File: src/rtl/p20_collision_ctrl_if.sv
// p20_collision_ctrl_if: player, frame and obstacle inputs plus game-control outputs
// master drives button/frame_tick/jump_pos/obs_*; slave drives jump/halt/game_rst/score/state
interface p20_collision_ctrl_if;
  logic        button;
  logic        frame_tick;
  logic [6:0]  jump_pos;
  logic        obs_valid;
  logic [7:0]  obs_x;
  logic [6:0]  obs_h;
  logic        jump;
  logic        halt;
  logic        game_rst;
  logic [13:0] score;
  logic [1:0]  state;
  modport master (
    output button, frame_tick, jump_pos, obs_valid, obs_x, obs_h,
    input  jump, halt, game_rst, score, state
  );
  modport slave (
    input  button, frame_tick, jump_pos, obs_valid, obs_x, obs_h,
    output jump, halt, game_rst, score, state
  );
endinterface

File: src/rtl/p20_collision_ctrl.sv
// p20_collision_ctrl: debounced button, dino/obstacle collision, IDLE/RUN/DEAD game FSM with score
// clk, sys_rst (async active-high); bus: button, frame_tick, jump_pos, obs_* in; jump, halt, game_rst, score, state out
module p20_collision_ctrl #(
  parameter int DINO_X    = 16,
  parameter int DINO_W    = 12,
  parameter int OBS_W     = 8,
  parameter int DB_CYCLES = 50000,
  parameter int HOLDOFF   = 32
) (
  input  logic                  clk,
  input  logic                  sys_rst,
  p20_collision_ctrl_if.slave   bus
);
  localparam int DW = $clog2(DB_CYCLES + 1);
  localparam int HW = $clog2(HOLDOFF + 1);
  localparam logic [13:0] SCORE_MAX = 14'd9999;
  typedef enum logic [1:0] {IDLE = 2'b00, RUN = 2'b01, DEAD = 2'b10} state_t;
  state_t        st;
  logic          s0, s1, btn_db, btn_q, press, hit, restart;
  logic          jump, halt, game_rst;
  logic [DW-1:0] db_cnt;
  logic [HW-1:0] hold;
  logic [13:0]   score;
  logic [8:0]    ox;
  always_ff @(posedge clk or posedge sys_rst) begin
    if (sys_rst) begin
      s0     <= 1'b0;
      s1     <= 1'b0;
      btn_db <= 1'b0;
      btn_q  <= 1'b0;
      db_cnt <= '0;
    end else begin
      s0     <= bus.button;
      s1     <= s0;
      btn_q  <= btn_db;
      db_cnt <= (s1 == btn_db || db_cnt == DW'(DB_CYCLES - 1)) ? '0 : db_cnt + DW'(1);
      if (s1 != btn_db && db_cnt == DW'(DB_CYCLES - 1)) btn_db <= s1;
    end
  end
  assign press = btn_db & ~btn_q;
  // 9-bit arithmetic so obs_x + OBS_W cannot wrap near the right screen edge
  assign ox  = {1'b0, bus.obs_x};
  assign hit = bus.obs_valid && ox < 9'(DINO_X + DINO_W) && ox + 9'(OBS_W) > 9'(DINO_X)
               && bus.jump_pos < bus.obs_h;
  assign restart = press && (st == IDLE || (st == DEAD && hold == HW'(HOLDOFF)));
  // collision is tested before the jump branch, so a coincident press loses to the hit
  always_ff @(posedge clk or posedge sys_rst) begin
    if (sys_rst) begin
      st       <= IDLE;
      halt     <= 1'b1;
      jump     <= 1'b0;
      game_rst <= 1'b0;
      score    <= '0;
      hold     <= '0;
    end else begin
      jump     <= 1'b0;
      game_rst <= restart;
      if (restart) begin
        st    <= RUN;
        halt  <= 1'b0;
        score <= '0;
      end else if (st == RUN && bus.frame_tick && hit) begin
        st   <= DEAD;
        halt <= 1'b1;
        hold <= '0;
      end else if (st == RUN) begin
        jump <= press;
        if (bus.frame_tick && score != SCORE_MAX) score <= score + 14'd1;
      end else if (st == DEAD && bus.frame_tick && hold != HW'(HOLDOFF)) begin
        hold <= hold + HW'(1);
      end
    end
  end
  assign bus.jump     = jump;
  assign bus.halt     = halt;
  assign bus.game_rst = game_rst;
  assign bus.score    = score;
  assign bus.state    = st;
endmodule

File: src/flat_wrapper.sv
// flat-port wrapper written by rule: the top's interface ports become plain ports
module p20_collision_ctrl_flat 
#(
  parameter int DINO_X    = 16,
  parameter int DINO_W    = 12,
  parameter int OBS_W     = 8,
  parameter int DB_CYCLES = 50000,
  parameter int HOLDOFF   = 32
)
  (clk, sys_rst, bus_button, bus_frame_tick, bus_jump_pos, bus_obs_valid, bus_obs_x, bus_obs_h, bus_jump, bus_halt, bus_game_rst, bus_score, bus_state);
  p20_collision_ctrl_if bus_i ();
  input  logic clk;
  input  logic sys_rst;
  input wire logic [$bits(bus_i.button)-1:0] bus_button;
  input wire logic [$bits(bus_i.frame_tick)-1:0] bus_frame_tick;
  input wire logic [$bits(bus_i.jump_pos)-1:0] bus_jump_pos;
  input wire logic [$bits(bus_i.obs_valid)-1:0] bus_obs_valid;
  input wire logic [$bits(bus_i.obs_x)-1:0] bus_obs_x;
  input wire logic [$bits(bus_i.obs_h)-1:0] bus_obs_h;
  output wire logic [$bits(bus_i.jump)-1:0] bus_jump;
  output wire logic [$bits(bus_i.halt)-1:0] bus_halt;
  output wire logic [$bits(bus_i.game_rst)-1:0] bus_game_rst;
  output wire logic [$bits(bus_i.score)-1:0] bus_score;
  output wire logic [$bits(bus_i.state)-1:0] bus_state;
  assign bus_i.button = bus_button;
  assign bus_i.frame_tick = bus_frame_tick;
  assign bus_i.jump_pos = bus_jump_pos;
  assign bus_i.obs_valid = bus_obs_valid;
  assign bus_i.obs_x = bus_obs_x;
  assign bus_i.obs_h = bus_obs_h;
  assign bus_jump = bus_i.jump;
  assign bus_halt = bus_i.halt;
  assign bus_game_rst = bus_i.game_rst;
  assign bus_score = bus_i.score;
  assign bus_state = bus_i.state;
  p20_collision_ctrl #(.DINO_X(DINO_X), .DINO_W(DINO_W), .OBS_W(OBS_W), .DB_CYCLES(DB_CYCLES), .HOLDOFF(HOLDOFF)) u_core (.clk(clk), .sys_rst(sys_rst), .bus(bus_i));
endmodule
File: config.mk
export PLATFORM = sky130hd
export DESIGN_NAME = p20_collision_ctrl_flat
export DESIGN_NICKNAME = d
export VERILOG_FILES = /design/src/rtl/p20_collision_ctrl_if.sv /design/src/rtl/p20_collision_ctrl.sv /design/src/flat_wrapper.sv
export SDC_FILE = /design/constraint.sdc
export NUM_CORES = 1
export LEC_CHECK = 0
export CAP_MARGIN = 20
export CORE_ASPECT_RATIO = 1.25
export CORE_MARGIN = 3
export CORE_UTILIZATION = 36
export DETAILED_ROUTE_END_ITERATION = 10
export GPL_TIMING_DRIVEN = 0
export PLACE_DENSITY = 0.57
export SYNTH_ARGS = -nofsm -noshare
export SYNTH_HDL_FRONTEND = slang
export SYNTH_SLANG_ARGS = --single-unit
File: constraint.sdc
create_clock -name clk -period 5.4 [get_ports clk]
set_input_delay 0.54 -clock clk [delete_from_list [all_inputs] [get_ports clk]]
set_output_delay 0.54 -clock clk [all_outputs]
set_load 0.005 [all_outputs]
==> flow_summary.toml <==
[synthesis]
synthAdderAreaFrac_pct = 5.72
syn_nets = 284
ys.flop_type = "dfrtp_1"
syn_area_um2 = 2400
synth_top_family_by_area = "simple AND/OR/NAND/NOR gates"
seq_area_frac_synth_pct = 46.9
synth_xor_xnor_area_share_pct = 6.56
synth.area.mux_share_pct = 4.06
ys_seq_elements = 45
synth_compound_area_share_pct = 8.01
synthArstFlopShare_pct = 100
synth-simple-area-share_pct = 25.2
synth-edff-count = 0
avgSynthCellArea_um2 = 9.78
synth.distinct_cells = 41
syn_inst = 246
yosysWarnings = 0

[die]
initial_core_util_pct = 38.0
fp-row-count = 32
die_area_um2 = 7700
ioPinCount = 46
die_h_um = 97.4
die_w_um = 79.1
core_area_um2 = 6330

[sta]
maxSlewHeadroom_pct = 65.7
fin_crit_sh_pct = 49.2
fin_tns_setup_ns = 0
min_period_ns = 2.66
fmax_ghz = 0.376
clock_skew_ns = 0.0129
finalSetupViolCount = 0
fin_hold_ws_ns = 0.354
finalMaxSlewViolations = 0
worst_slew_pin_slew_ns = 0.513
rsz0062_at_grt = "no"
hold_violations = 0

[job]
maxCapViolations = 0

[clocking]
cts_hold_buf = 0
clkLatencyLatePin_ns = 0.30
ctsResizeCount = 0
clk_path_buf_depth = 2
root_buffer = "clkbuf_8"
cts_setup_buffers = 0
cts_htree_levels = 2
cts_made_buffers = 5
clk_transition_reported_paths_ns = 0.08
tritoncts = "yes"
clock-sinks = 45

[global_route]
antenna_found_initial = 0
gr-usage-all-layers_pct = 14.5
grt_pass1_wl_um = 9060
grt.overflow.total = 0
grt_max_degree = 30
grt_pass1_vias = 1947

[placement]
routabilityCongestion = 0.769
io_buffers = 45
place_inst = 377
placedInstanceArea_um2 = 2980
dpl.hpwl_um = 3990

[layout]
layout_common_cells = "45 x clkdlybuf4s50_1, 44 x dfrtp_1, 30 x nor2_1"
register_area_um2 = 1130
n_antenna_cell = 0
drive_above_1_share_pct = 7.33
multiInputGateArea_um2 = 1190
finalInstanceArea_um2 = 3120
final_common_cell = "clkdlybuf4s50_1"
fillers = 633
finalNonFillerCells = 385
syn_to_final_growth_pct = 29.6
fin_nets = 337

[route]
wl_per_cell_um = 13.6
drc = 0
drtIter0Drc = 74
dr.pass1.iters = 4
via_per_inst = 5.01
vias = 1929
ant_nets = 0
finalWirelength_um = 5250

[setup_path]
critPathKind = "in -> reg"
crit_arrival_ns = 2.89
path_max_fanout = 6
crit_path_end_kind = "register"
cp-start-kind = "primary input"
required_ns = 5.63

[run_status]
status = "completed"

[power_and_ir_drop]
p_leak_nw = 1.44
power_density_nw_per_um2 = 312
irDropWorstVdd_uv = 177
power_w = 0.000972

[min_path]
hold_class = "reg -> reg"
[layout make-up]
type	count	area share (%)
Clock buffer	5	2.21
Tap cell	85	3.41
Buffer	6	1.04
Multi-Input combinational cell	181	38.3
Inverter	14	1.69
Clock inverter	3	2.09
Timing Repair Buffer	46	15.1
Sequential cell	45	36.2
[metal layers]
| layer | global-route usage (%) | vias up | share of wire [%] |
|---|---|---|---|
| li1 | - | 968 | - |
| met1 | 16.6 | 919 | 42 |
| met2 | 25.7 | 40 | 52 |
| met3 | 3.90 | 2 | 5.9 |
| met4 | 4.37 | 0 | 0.78 |
| met5 | 0 | - | 0 |
[power by group]
part | internal (W) | switching [W] | total [W] | leakage (nW)
Clock | 0.000184 | 0.000113 | 0.000297 | 0.0681
Combinational | 0.000132 | 0.000101 | 0.000233 | 0.793
Sequential | 0.000382 | 0.0000597 | 0.000442 | 0.577
Total | 0.000699 | 0.000274 | 0.000972 | 1.44
[worst paths after layout]
path                                            start                                to  slack, ns  depth (start not counted)
setup / recovery                         bus_obs_h[6]   u_core.bus.score[0]$_DFFE_PP0P_       2.74                          8
hold / removal                    u_core.s0$_DFF_PP0_               u_core.s1$_DFF_PP0_       0.35                          0
setup reg to reg           u_core.hold[2]$_DFFE_PP0P_  u_core.bus.score[10]$_DFFE_PP0P_       3.08                          7
hold reg to reg                   u_core.s0$_DFF_PP0_               u_core.s1$_DFF_PP0_       0.35                          0
max in group asynchronous                     sys_rst       u_core.bus.halt$_DFFE_PP1P_       4.31                          3
min in group asynchronous                     sys_rst         u_core.bus.jump$_DFF_PP0_       0.53                          2
[sequential cells by signal (all words and copies together) (netlist names)]
| name | flops |
|---|---|
| u_core.bus.state | 2 |
| u_core.btn_q | 1 |
| u_core.s1 | 1 |
| u_core.btn_db | 1 |
| u_core.hold | 6 |
| u_core.bus.game_rst | 1 |
| u_core.bus.halt | 1 |
| u_core.db_cnt | 16 |
| u_core.bus.jump | 1 |
| u_core.bus.score | 14 |
| u_core.s0 | 1 |
[metrics by stage]
step,setup WS [ns],util (%)
2_1_floorplan,3.06,-
3_3_place_gp,2.39,46.8
3_5_place_dp,2.39,47.1
4_1_cts,2.71,49.2
5_1_grt,2.62,49.2
6_report,2.74,49.2
[cells by family (layout without fill, tap and decap cells)]
| logic type | Yosys count | after routing |
|---|---|---|
| fa+ha+maj | 11 | 11 |
| xor+xnor | 18 | 18 |
| buf+inv | 20 | 74 |
| compound gates | 26 | 26 |
| simple gates | 117 | 117 |
| mux | 9 | 9 |
| flops | 45 | 45 |
[synthesized netlist by cell type (all sizes together), types with 2 or more instances]
cell type / count / share of area [%]
buf: 3 / 0.88
or3: 3 / 0.78
nor4: 4 / 1.0
inv: 14 / 2.2
a21oi: 5 / 1.0
a31o: 2 / 0.73
clkbuf: 3 / 0.47
o21ai: 6 / 1.2
and2: 4 / 1.0
mux2i: 6 / 2.5
dfrtp: 44 / 46
nand3: 12 / 2.5
nand4: 9 / 2.3
a221o: 3 / 1.2
nor3: 2 / 0.42
nor2: 30 / 4.7
nand2: 25 / 3.9
nand2b: 5 / 1.3
ha: 11 / 5.7
and3: 14 / 3.6
nand3b: 2 / 1.1
nor4b: 4 / 1.5
a211o: 2 / 0.73
xnor2: 6 / 2.2
mux2: 3 / 1.6
xor2: 12 / 4.4
[critical path, cell delays in order]
cell and delay [ns]:
clkdlybuf4s50_1 0.45, inv_1 0.04, ha_1 0.19, or4_1 0.48, a2111oi_2 0.33, a21oi_1 0.17, nor2_1 0.44, mux2_2 0.25
Note: power is estimated with default switching activity, not from simulation.
